## src/rtl/mips_cpu_pkg.sv

```systemverilog
// Shared types, default addresses and helpers for the MIPS CPU PC path.
package mips_cpu_pkg;

  typedef enum logic [1:0] {
    RUN    = 2'd0,
    DELAY  = 2'd1,
    HALTED = 2'd2
  } pc_state_t;

  localparam logic [31:0] RESET_VECTOR_DEFAULT = 32'hBFC00000;
  localparam logic [31:0] HALT_ADDRESS_DEFAULT = 32'h00000000;

  function automatic logic [31:0] sext16to32(input logic [15:0] value);
    return {{16{value[15]}}, value};
  endfunction

endpackage

```

## src/rtl/mips_cpu_branch_target.sv

```systemverilog
// Combinational control-transfer target computation for the PC sequencer.
module mips_cpu_branch_target
  import mips_cpu_pkg::*;
(
  input  logic [31:0] pc,
  input  logic        branch_taken,
  input  logic [15:0] branch_offset,
  input  logic        jump_imm,
  input  logic [25:0] jump_index,
  input  logic        jump_reg,
  input  logic [31:0] reg_target,
  output logic [31:0] seq_pc,
  output logic [31:0] target,
  output logic        take,
  output logic        misaligned
);

  logic [31:0] branch_target;
  logic [31:0] jump_target;

  // Candidate targets, all relative to the delay-slot address, then priority pick.
  always_comb begin
    seq_pc        = pc + 32'd4;
    branch_target = seq_pc + (sext16to32(branch_offset) << 2);
    jump_target   = {seq_pc[31:28], jump_index, 2'b00};
    take          = jump_reg | jump_imm | branch_taken;
    misaligned    = jump_reg & (reg_target[1:0] != 2'b00);
    target        = branch_target;
    if (jump_reg) begin
      target = reg_target;
    end else if (jump_imm) begin
      target = jump_target;
    end
  end

endmodule

```

## src/rtl/mips_cpu_pc_sequencer.sv

```systemverilog
// Program counter sequencer: branches, jumps, single delay slot and halt detection.
module mips_cpu_pc_sequencer
  import mips_cpu_pkg::*;
#(
  parameter logic [31:0] RESET_VECTOR = RESET_VECTOR_DEFAULT,
  parameter logic [31:0] HALT_ADDRESS = HALT_ADDRESS_DEFAULT
) (
  input  logic        clk,
  input  logic        reset,
  input  logic        clk_enable,
  input  logic        branch_taken,
  input  logic [15:0] branch_offset,
  input  logic        jump_imm,
  input  logic [25:0] jump_index,
  input  logic        jump_reg,
  input  logic [31:0] reg_target,
  output logic [31:0] instr_address,
  output logic [31:0] link_address,
  output logic        in_delay_slot,
  output logic        active,
  output logic        address_error
);

  pc_state_t   state_q, state_d;
  logic [31:0] pc_q, pc_d;
  logic [31:0] pending_q, pending_d;
  logic        err_q, err_d;

  logic [31:0] seq_pc;
  logic [31:0] target;
  logic        take;
  logic        misaligned;

  mips_cpu_branch_target u_target (
    .pc            (pc_q),
    .branch_taken  (branch_taken),
    .branch_offset (branch_offset),
    .jump_imm      (jump_imm),
    .jump_index    (jump_index),
    .jump_reg      (jump_reg),
    .reg_target    (reg_target),
    .seq_pc        (seq_pc),
    .target        (target),
    .take          (take),
    .misaligned    (misaligned)
  );

  // State, PC, pending target and sticky error register; clk_enable gates every update.
  always_ff @(posedge clk or posedge reset) begin
    if (reset) begin
      state_q   <= RUN;
      pc_q      <= RESET_VECTOR;
      pending_q <= '0;
      err_q     <= 1'b0;
    end else if (clk_enable) begin
      state_q   <= state_d;
      pc_q      <= pc_d;
      pending_q <= pending_d;
      err_q     <= err_d;
    end
  end

  // Next-state logic; control inputs are only honoured in RUN.
  always_comb begin
    state_d   = state_q;
    pc_d      = pc_q;
    pending_d = pending_q;
    err_d     = err_q;
    case (state_q)
      RUN: begin
        pc_d = seq_pc;
        if (take) begin
          pending_d = target;
          state_d   = DELAY;
          if (misaligned) begin
            err_d = 1'b1;
          end
        end
      end
      DELAY: begin
        if ((pending_q == HALT_ADDRESS) || err_q) begin
          pc_d    = HALT_ADDRESS;
          state_d = HALTED;
        end else begin
          pc_d    = pending_q;
          state_d = RUN;
        end
      end
      HALTED: begin
        state_d = HALTED;
      end
      default: begin
        state_d = HALTED;
      end
    endcase
  end

  // Outputs derive from registered state, so they move only on edges or reset.
  always_comb begin
    instr_address = pc_q;
    link_address  = pc_q + 32'd8;
    in_delay_slot = (state_q == DELAY);
    active        = (state_q != HALTED);
    address_error = err_q;
  end

endmodule

```

## config.mk

```make
export PLATFORM = sky130hd
export DESIGN_NAME = mips_cpu_pc_sequencer
export DESIGN_NICKNAME = d
export VERILOG_FILES = /design/src/rtl/mips_cpu_pkg.sv /design/src/rtl/mips_cpu_branch_target.sv /design/src/rtl/mips_cpu_pc_sequencer.sv
export SDC_FILE = /design/constraint.sdc
export NUM_CORES = 1
export LEC_CHECK = 0
export CORE_ASPECT_RATIO = 1.25
export CORE_UTILIZATION = 50
export DETAILED_ROUTE_END_ITERATION = 10
export PLACE_DENSITY = 0.8
export SLEW_MARGIN = 20
export SYNTH_ARGS = -nofsm -noshare
export SYNTH_HDL_FRONTEND = slang
export SYNTH_SLANG_ARGS = --single-unit
```

## constraint.sdc

```tcl
create_clock -name clk -period 4.6 [get_ports clk]
set_clock_uncertainty 0.1 [all_clocks]
set_input_delay 0.69 -clock clk [delete_from_list [all_inputs] [get_ports clk]]
set_output_delay 0.69 -clock clk [all_outputs]
set_load 0.01 [all_outputs]
```

==> results.md, run 1 <==
- Count leader, synth: nand2_1
- Die Y-Extent: 125 um
- Synth async-reset ratio: 100%
- Placed cell areas: 7600 sq um
- Status: completed
- First-pass iteration count of the detailed router: 6
- H-tree depth: 3
- Most common cell type on the critical path: ha_1
- Synth area leaders: dfrtp_1 (24%), xnor2_1 (7.8%), ha_1 (7.6%)
- CTS max path bufs: 2
- Die width: 101 um
- Area grow syn2layout: 29.9%
- Slew Viols, Final: 0
- CP delay by family, top: compound AO/OA/AOI/OAI gates
- RePlAce Congestion: 0.915
- Layout cells sized above 1: 6.06%
- Wire length of the first global-routing pass: 35300 um
- Final Util: 67.4%
- WS Path Type: flip-flop to flip-flop
- Mean Syn Cell Area: 7.71 sq um
- Finish-stage setup viols: 0
- Vias: 6682
- Unrepaired setup endpoints after global routing: no
- PwrDens: 623 nW/um^2
- Crit path arrival time: 4.33 ns
- DRC viols: 0
- Min-delay src: instr_address[27]$_DFFE_PP1P_
- Post-synth top flop: dfrtp_1
- Largest area contributor in the netlist: dfrtp_1
- R2r endpoint: pending_q[30]$_DFFE_PP0P_
- Site row count: 44
- Hold Path Class: flip-flop to flip-flop
- Share of the synthesized area in the top cell type: 23.9%
- EDFF count, synth: 0
- CP cell instances: ha_1, nand2_1, nor4_2, and2_2, nand3_1, xnor2_1, ha_1, and2_1, a311oi_1, o221ai_1, a21oi_4, o21ai_2, a311oi_2, xor2_1, o22ai_1
- Post-Synthesis Cells: 789
- Initial drt markers: 560
- Final period demand of the worst path: 4.22 ns
- Worst hold stages: 2
- Final TNS setup: 0 ns
- Fin nets: 1021
- Top Ports: 147
- All-layer global routing usage: 36.7%
- Startpoint types: flip-flop
- Die area: 12600 sq um
- CP Capture Type: flip-flop
- Top post-synthesis cells by count: nand2_1 (108), o21ai_0 (91), a21oi_1 (60)
- Reg2Reg Launch Point: instr_address[3]$_DFFE_PP0P_
- Hpwl dp: 17200 um
- Synth warn: 0
- Placed insts: 1053
- Clock buffer count from CTS: 9
- WL per Instance: 20.9 um
- Seq. cell area: 1690 sq um
- R2R cell count: 15
- Required time worst endpoint: 4.71 ns
- Number of antenna violations at the first check in global routing: 0
- Initial Utilization: 51.9%
- Post-synthesis cell type count: 61
- Final wirelength: 22300 um
- Antenna viol nets, final: 0
- Max cap viols: 0
- Slew @ Worst Pin: 0.951 ns
- Worst R2R Setup Slack: 0.38 ns
- Final non-filler cell total: 1069
- Pwr Total: 4.93 mW
- Root Buffer Master: clkbuf_16
- Largest net degree at the start of global routing: 52
- Slowest-stage cell, CP: dfrtp_1
- Clk_lat worst skew: 0.34 ns
- Sequential share of the synthesized area: 27.7%
- Syn Nets: 907
- Worst slew margin: 36.5%
- Max incr delay on CP: 0.44 ns
- Static leakage: 3.14 nW
- Max FO, Critical Path: 8
- WHS Endpoint: instr_address[27]$_DFFE_PP1P_
- Reg clk slew, reported paths: 0.06 ns
- Worst VDD drop: 0.290 mV
- TritonCTS clock tree: yes
- GRT Residual Overflow: 0
- Tcrit/Tclk final: 91.7%
- WP buf/inv: 0
- Fillers: 1047
- Yosys reg bits: 67
- ANT cells: 0
- Multi-input gate area: 4070 sq um
- Routed vias/inst: 6.25
- Final Hold Viols: 0
- Final instance area: 7910 sq um
- CTS Sinks: 67
- Vias in the first global route: 6630
- IO buf count: 146
- Cell Area, Synth: 6080 sq um
- Max Clock Freq: 237 MHz
- Core region area: 11700 sq um
## logic make-up (layout without fill, tap and decap cells)
logic type	count (synthesis)	count (layout)	synth area share, %
and+or+nand+nor	275	275	21.3
AOI/OAI and AO/OA	244	244	24.6
xor gates and xnor gates	81	81	12.0
adders and majority gates	38	38	7.94
muxes	5	5	0.823
buffers and inverters	79	198	5.57
DFF	67	67	27.7
## sequential cells by signal, indices dropped and copies added, names as in the netlist
signal	cells
instr_address	32
state_q	2
pending_q	32
address_error	1
## stage by stage
step	setup slack [ns]	hold slack [ns]
2_1_floorplan	0.857	0.369
3_3_place_gp	0.502	0.387
3_5_place_dp	0.360	0.396
4_1_cts	0.328	0.405
5_1_grt	0.0197	0.420
6_report	0.383	0.405
## metal layers
layer | wire, um | share of wire (%) | global-route usage, %
met1 | 8480 | 38 | 44.4
met2 | 11100 | 50 | 63.4
met3 | 1790 | 8.0 | 6.15
met5 | 0 | 0 | 0
met4 | 961 | 4.3 | 15.9
## power by group
group | internal [mW] | switching (mW)
clock | 0.449 | 0.262
combinational | 1.31 | 1.50
sequential | 0.879 | 0.522
## how the worst max path moves through the flow
stage | depth (start not counted) | startpoint | endpoint | slack, ns
finish | 15 | instr_address[3]$_DFFE_PP0P_ | pending_q[30]$_DFFE_PP0P_ | 0.38
global route | 16 | instr_address[3]$_DFFE_PP0P_ | pending_q[31]$_DFFE_PP0P_ | 0.02
CTS | 15 | instr_address[3]$_DFFE_PP0P_ | pending_q[30]$_DFFE_PP0P_ | 0.33
detailed placement | 15 | instr_address[3]$_DFFE_PP0P_ | pending_q[30]$_DFFE_PP0P_ | 0.36
global placement | 16 | instr_address[3]$_DFFE_PP0P_ | pending_q[31]$_DFFE_PP0P_ | 0.50
floorplan | 17 | instr_address[3]$_DFFE_PP0P_ | pending_q[31]$_DFFE_PP0P_ | 0.86
## worst register-to-register path: stages, from the launching register on
cell and delay (ns):
dfrtp_1 0.44, ha_1 0.32, nand2_1 0.14, nor4_2 0.31
and2_2 0.28, nand3_1 0.12, xnor2_1 0.39, ha_1 0.36
and2_1 0.19, a311oi_1 0.33, o221ai_1 0.23, a21oi_4 0.22
o21ai_2 0.11, a311oi_2 0.28, xor2_1 0.17, o22ai_1 0.09
## layout make-up
cell class	count	share of cell area (%)
Clock buffer	14	3.34
Clock inverter	2	0.443
Inverter	21	0.997
Multi-Input combinational cell	643	51.4
Sequential cell	67	21.3
Tap cell	161	2.55
Timing Repair Buffer	161	19.9
## what timing repair did
item | CTS | global route
setup endpoints to repair | 0 | 2
resized for setup | 0 | 2
setup buffers | 0 | 0
hold buffers | 0 | 0
## layout by cell type (no fill, tap or decap), types with 11 or more instances in the layout
cell type        synthesis  layout
nand4_1                 15      15
o22ai_1                 11      11
inv_1                   21      20
nand3_1                 29      29
buf_4                    6      15
a22oi_1                 13      13
a221oi_1                13      13
nor2_1                  57      57
xnor2_1                 54      54
nand2_1                108     108
xor2_1                  26      26
clkdlybuf4s50_1          0     146
a21oi_1                 60      60
ha_1                    37      37
o21ai_0                 91      91
dfrtp_1                 58      58
nor3_1                  18      18
Note: power is estimated with default switching activity, not from simulation.
==> run 2: changes to the inputs <==
ABC_AREA = 1   (was unset)
CAP_MARGIN = 15   (was unset)
PLACE_DENSITY = 0.77   (was 0.8)
==> results.md, run 2 <==
- Status: completed
- Post-cts sizing count: 0 (unchanged)
- Most common cell after layout, fill and taps aside: nand2_1
- Top Ports: 147 (unchanged)
- Largest area contributor in the netlist: nand2_1
- Tcrit/Tclk final: 77.2% (-15 points)
- Post-synthesis adder-cell area fraction: 6.56% (-1.4 points)
- Switching pwr: 2.37 mW (+3.7%)
- DRC viols: 0 (unchanged)
- Fin nets: 1462 (+43%)
- Simple-gate share of the synthesized area: 44.1% (+23 points)
- RePlAce Congestion: 0.980 (+7.1%)
- Hpwl dp: 21000 um (+22%)
- CP Capture Type: flip-flop
- Layout cells sized above 1: 7.93% (+1.9 points)
- Worst hold stages: 2 (unchanged)
- Startpoint types: flip-flop
- Required time worst endpoint: 4.73 ns (+0.02 ns)
- Setup Buffers After CTS: 0 (unchanged)
- Mean Syn Cell Area: 6.02 sq um (-22%)
- Top post-synthesis cells by count: nand2_1 (441), inv_1 (151), nor2_1 (128)
- Share of the synthesized area in the top cell type: 22.5% (-1.4 points)
- Synth warn: 0 (unchanged)
- Commonest cells after routing, fill and taps aside: nand2_1 (441), inv_1 (150), clkdlybuf4s50_1 (146), nor2_1 (126), nand3_1 (74)
- WS Path Type: flip-flop to flip-flop
- Routed vias/inst: 5.32 (-15%)
- Synth async-reset ratio: 100% (unchanged)
- R2R cell count: 18 (+3)
- Post-synthesis compound-gate area fraction: 8.67% (-16 points)
- Core region area: 14400 sq um (+23%)
- Min-delay src: instr_address[31]$_DFFE_PP1P_
- Hold-fix buffers, CTS: 0 (unchanged)
- Placed cell areas: 8910 sq um (+17%)
- Unrepaired setup endpoints after global routing: no
- TritonCTS clock tree: yes
- Hold Path Class: flip-flop to flip-flop
- Antenna viol nets, final: 0 (unchanged)
- Post-Synthesis Cells: 1222 (+55%)
- ANT cells: 0 (unchanged)
- CTS Sinks: 67 (unchanged)
- Largest family of logic cells by synthesized area: simple AND/OR/NAND/NOR gates
- Finish-stage setup viols: 0 (unchanged)
- Max Clock Freq: 282 MHz (+19%)
- Post-synth top flop: dfrtp_1
- IO buf count: 146 (unchanged)
- Die area: 15200 sq um (+21%)
- Reg2Reg Launch Point: instr_address[4]$_DFFE_PP0P_
- Area grow syn2layout: 25.1%
- First-pass iteration count of the detailed router: 5 (-1)
- Die width: 111 um (+9.8%)
- Pwr Total: 4.73 mW (-4.0%)
- Worst R2R Setup Slack: 1.05 ns (+0.67 ns)
- R2r endpoint: pending_q[24]$_DFFE_PP0P_
- Post-synthesis cell type count: 44 (-28%)
- Final TNS setup: 0 ns (unchanged)
- Seq pwr share: 23.8% (-4.6 points)
- Post-synthesis mux area share: 0% (-0.82 points)
- Post-synthesis xor/xnor area fraction: 6.26% (-5.7 points)
- WHS Endpoint: instr_address[31]$_DFFE_PP1P_
- Vias: 8126 (+22%)
- Cell internal pwr: 2.36 mW (-11%)
- Slew @ Worst Pin: 1.06 ns (+0.109 ns)
- WL per Instance: 16.8 um (-20%)
- Worst slew margin: 29.2% (-7.2 points)
- Max FO, Critical Path: 6 (-2)
- EDFF count, synth: 0 (unchanged)
- Clk_lat worst skew: 0.33 ns (about the same)
- CTS max path bufs: 2 (unchanged)
- GRT Residual Overflow: 0 (unchanged)
- Crit path arrival time: 3.68 ns (-0.65 ns)
- All-layer global routing usage: 34.1% (-2.6 points)
- Slew Viols, Final: 0 (unchanged)
- Initial Utilization: 51.1% (-0.82 points)
- H-tree depth: 3 (unchanged)
- Logic pwr share: 61.8% (+4.7 points)
- Max cap viols: 0 (unchanged)
- Syn Nets: 1340 (+48%)
- Wire length of the first global-routing pass: 40000 um (+13%)
- Worst VDD drop: 0.447 mV (+55%)
- Final Util: 63.9% (-3.6 points)
- Count leader, synth: nand2_1
- Power share of the clock group: 14.4% (about the same)
- Yosys reg bits: 67 (unchanged)
- Vias in the first global route: 7464 (+13%)
- PwrDens: 514 nW/um^2 (-18%)
- Root Buffer Master: clkbuf_16
- Final period demand of the worst path: 3.55 ns (-0.667 ns)
- Static leakage: 4.71 nW (+50%)
- Final wirelength: 25700 um (+15%)
- Synth area leaders: nand2_1 (22%), dfrtp_1 (20%), inv_1 (7.7%)
- Initial drt markers: 685 (+22%)
- Clock buffer count from CTS: 9 (unchanged)
- Sequential share of the synthesized area: 22.9% (-4.8 points)
- Reg clk slew, reported paths: 0.06 ns (about the same)
- Final Hold Viols: 0 (unchanged)
- Hold_ws: 0.398 ns (-0.00725 ns)
- Site row count: 49 (+11%)
- Largest net degree at the start of global routing: 46 (-12%)
- Die Y-Extent: 138 um (+9.8%)
- Cell Area, Synth: 7360 sq um (+21%)
- Switching share of total power: 50.2% (+3.8 points)
- Number of antenna violations at the first check in global routing: 0 (unchanged)
- Final instance area: 9200 sq um (+16%)
[run 2: cell count changes in the layout (fill, tap and decap cells not counted), sizes merged, moves of 13 or more]
cell / before / now
inv: 21 / 164
a221oi: 13 / 0
o21ai: 94 / 33
xnor2: 55 / 13
nand3: 29 / 76
nor2: 58 / 150
nand2: 108 / 458
[run 2: worst max-delay path by stage]
stage / start / endpoint / slack, ns / depth (start not counted)
2_1_floorplan: instr_address[4]$_DFFE_PP0P_ / pending_q[21]$_DFFE_PP0P_ / 1.70 / 21
5_1_grt: instr_address[10]$_DFFE_PP0P_ / pending_q[23]$_DFFE_PP0P_ / 0.84 / 19
3_5_place_dp: branch_offset[15] / pending_q[23]$_DFFE_PP0P_ / 0.96 / 13
6_report: instr_address[4]$_DFFE_PP0P_ / pending_q[24]$_DFFE_PP0P_ / 1.05 / 18
4_1_cts: instr_address[4]$_DFFE_PP0P_ / pending_q[24]$_DFFE_PP0P_ / 1.10 / 18
3_3_place_gp: branch_offset[15] / pending_q[23]$_DFFE_PP0P_ / 0.90 / 13
[run 2: metrics by stage]
step,instances,setup slack (ns)
6_report,1527,1.05
3_5_place_dp,1511,0.957
5_1_grt,1527,0.842
2_1_floorplan,1222,1.70
4_1_cts,1527,1.10
3_3_place_gp,1511,0.901
[run 2: critical path: stages (launching register included)]
cell and delay (ns):
dfrtp_1 0.46, ha_1 0.30, nand2_2 0.16, nor2_4 0.16, inv_2 0.07, nor2_4 0.24, xor2_2 0.16, ha_1 0.39
nand2_1 0.12, nor2_1 0.39, nand2_1 0.24, nor2_1 0.15, nand2_1 0.08, nand3_1 0.09, nand2_1 0.05, nand3_1 0.08
nand2_1 0.09, nand2_1 0.07, nand2_1 0.04
[run 2: cell families after synthesis]
kind of cell	count (synthesis)
buffers and inverters	209
DFF	67
and+or+nand+nor	746
AOI/OAI and AO/OA	112
adders and majority gates	38
xor gates and xnor gates	50
[run 2: final cells by class]
cell class / count / area, sq um
Tap cell: 178 / 223
Timing Repair Buffer: 153 / 1530
Clock inverter: 6 / 66.3
Sequential cell: 67 / 1690
Multi-Input combinational cell: 946 / 4840
Inverter: 167 / 627
Fill cell: 1401 / 5200
Clock buffer: 10 / 229
[run 2: power groups by stage]
stage | clock network (mW) | logic (mW) | registers [mW]
6_report | 0.682 | 2.92 | 1.13
5_1_grt | 0.702 | 3.24 | 1.15
4_1_cts | 0.684 | 2.90 | 1.12
3_5_place_dp | 0 | 2.88 | 1.12
3_3_place_gp | 0 | 2.87 | 1.12
2_1_floorplan | 0 | 1.92 | 1.02
[run 2: layer usage]
| metal | track usage [%] | part of all wire (%) |
|---|---|---|
| met1 | 42.4 | 42 |
| met2 | 60.2 | 48 |
| met3 | 3.39 | 6.5 |
| met4 | 14.6 | 3.8 |
| met5 | 0 | 0 |
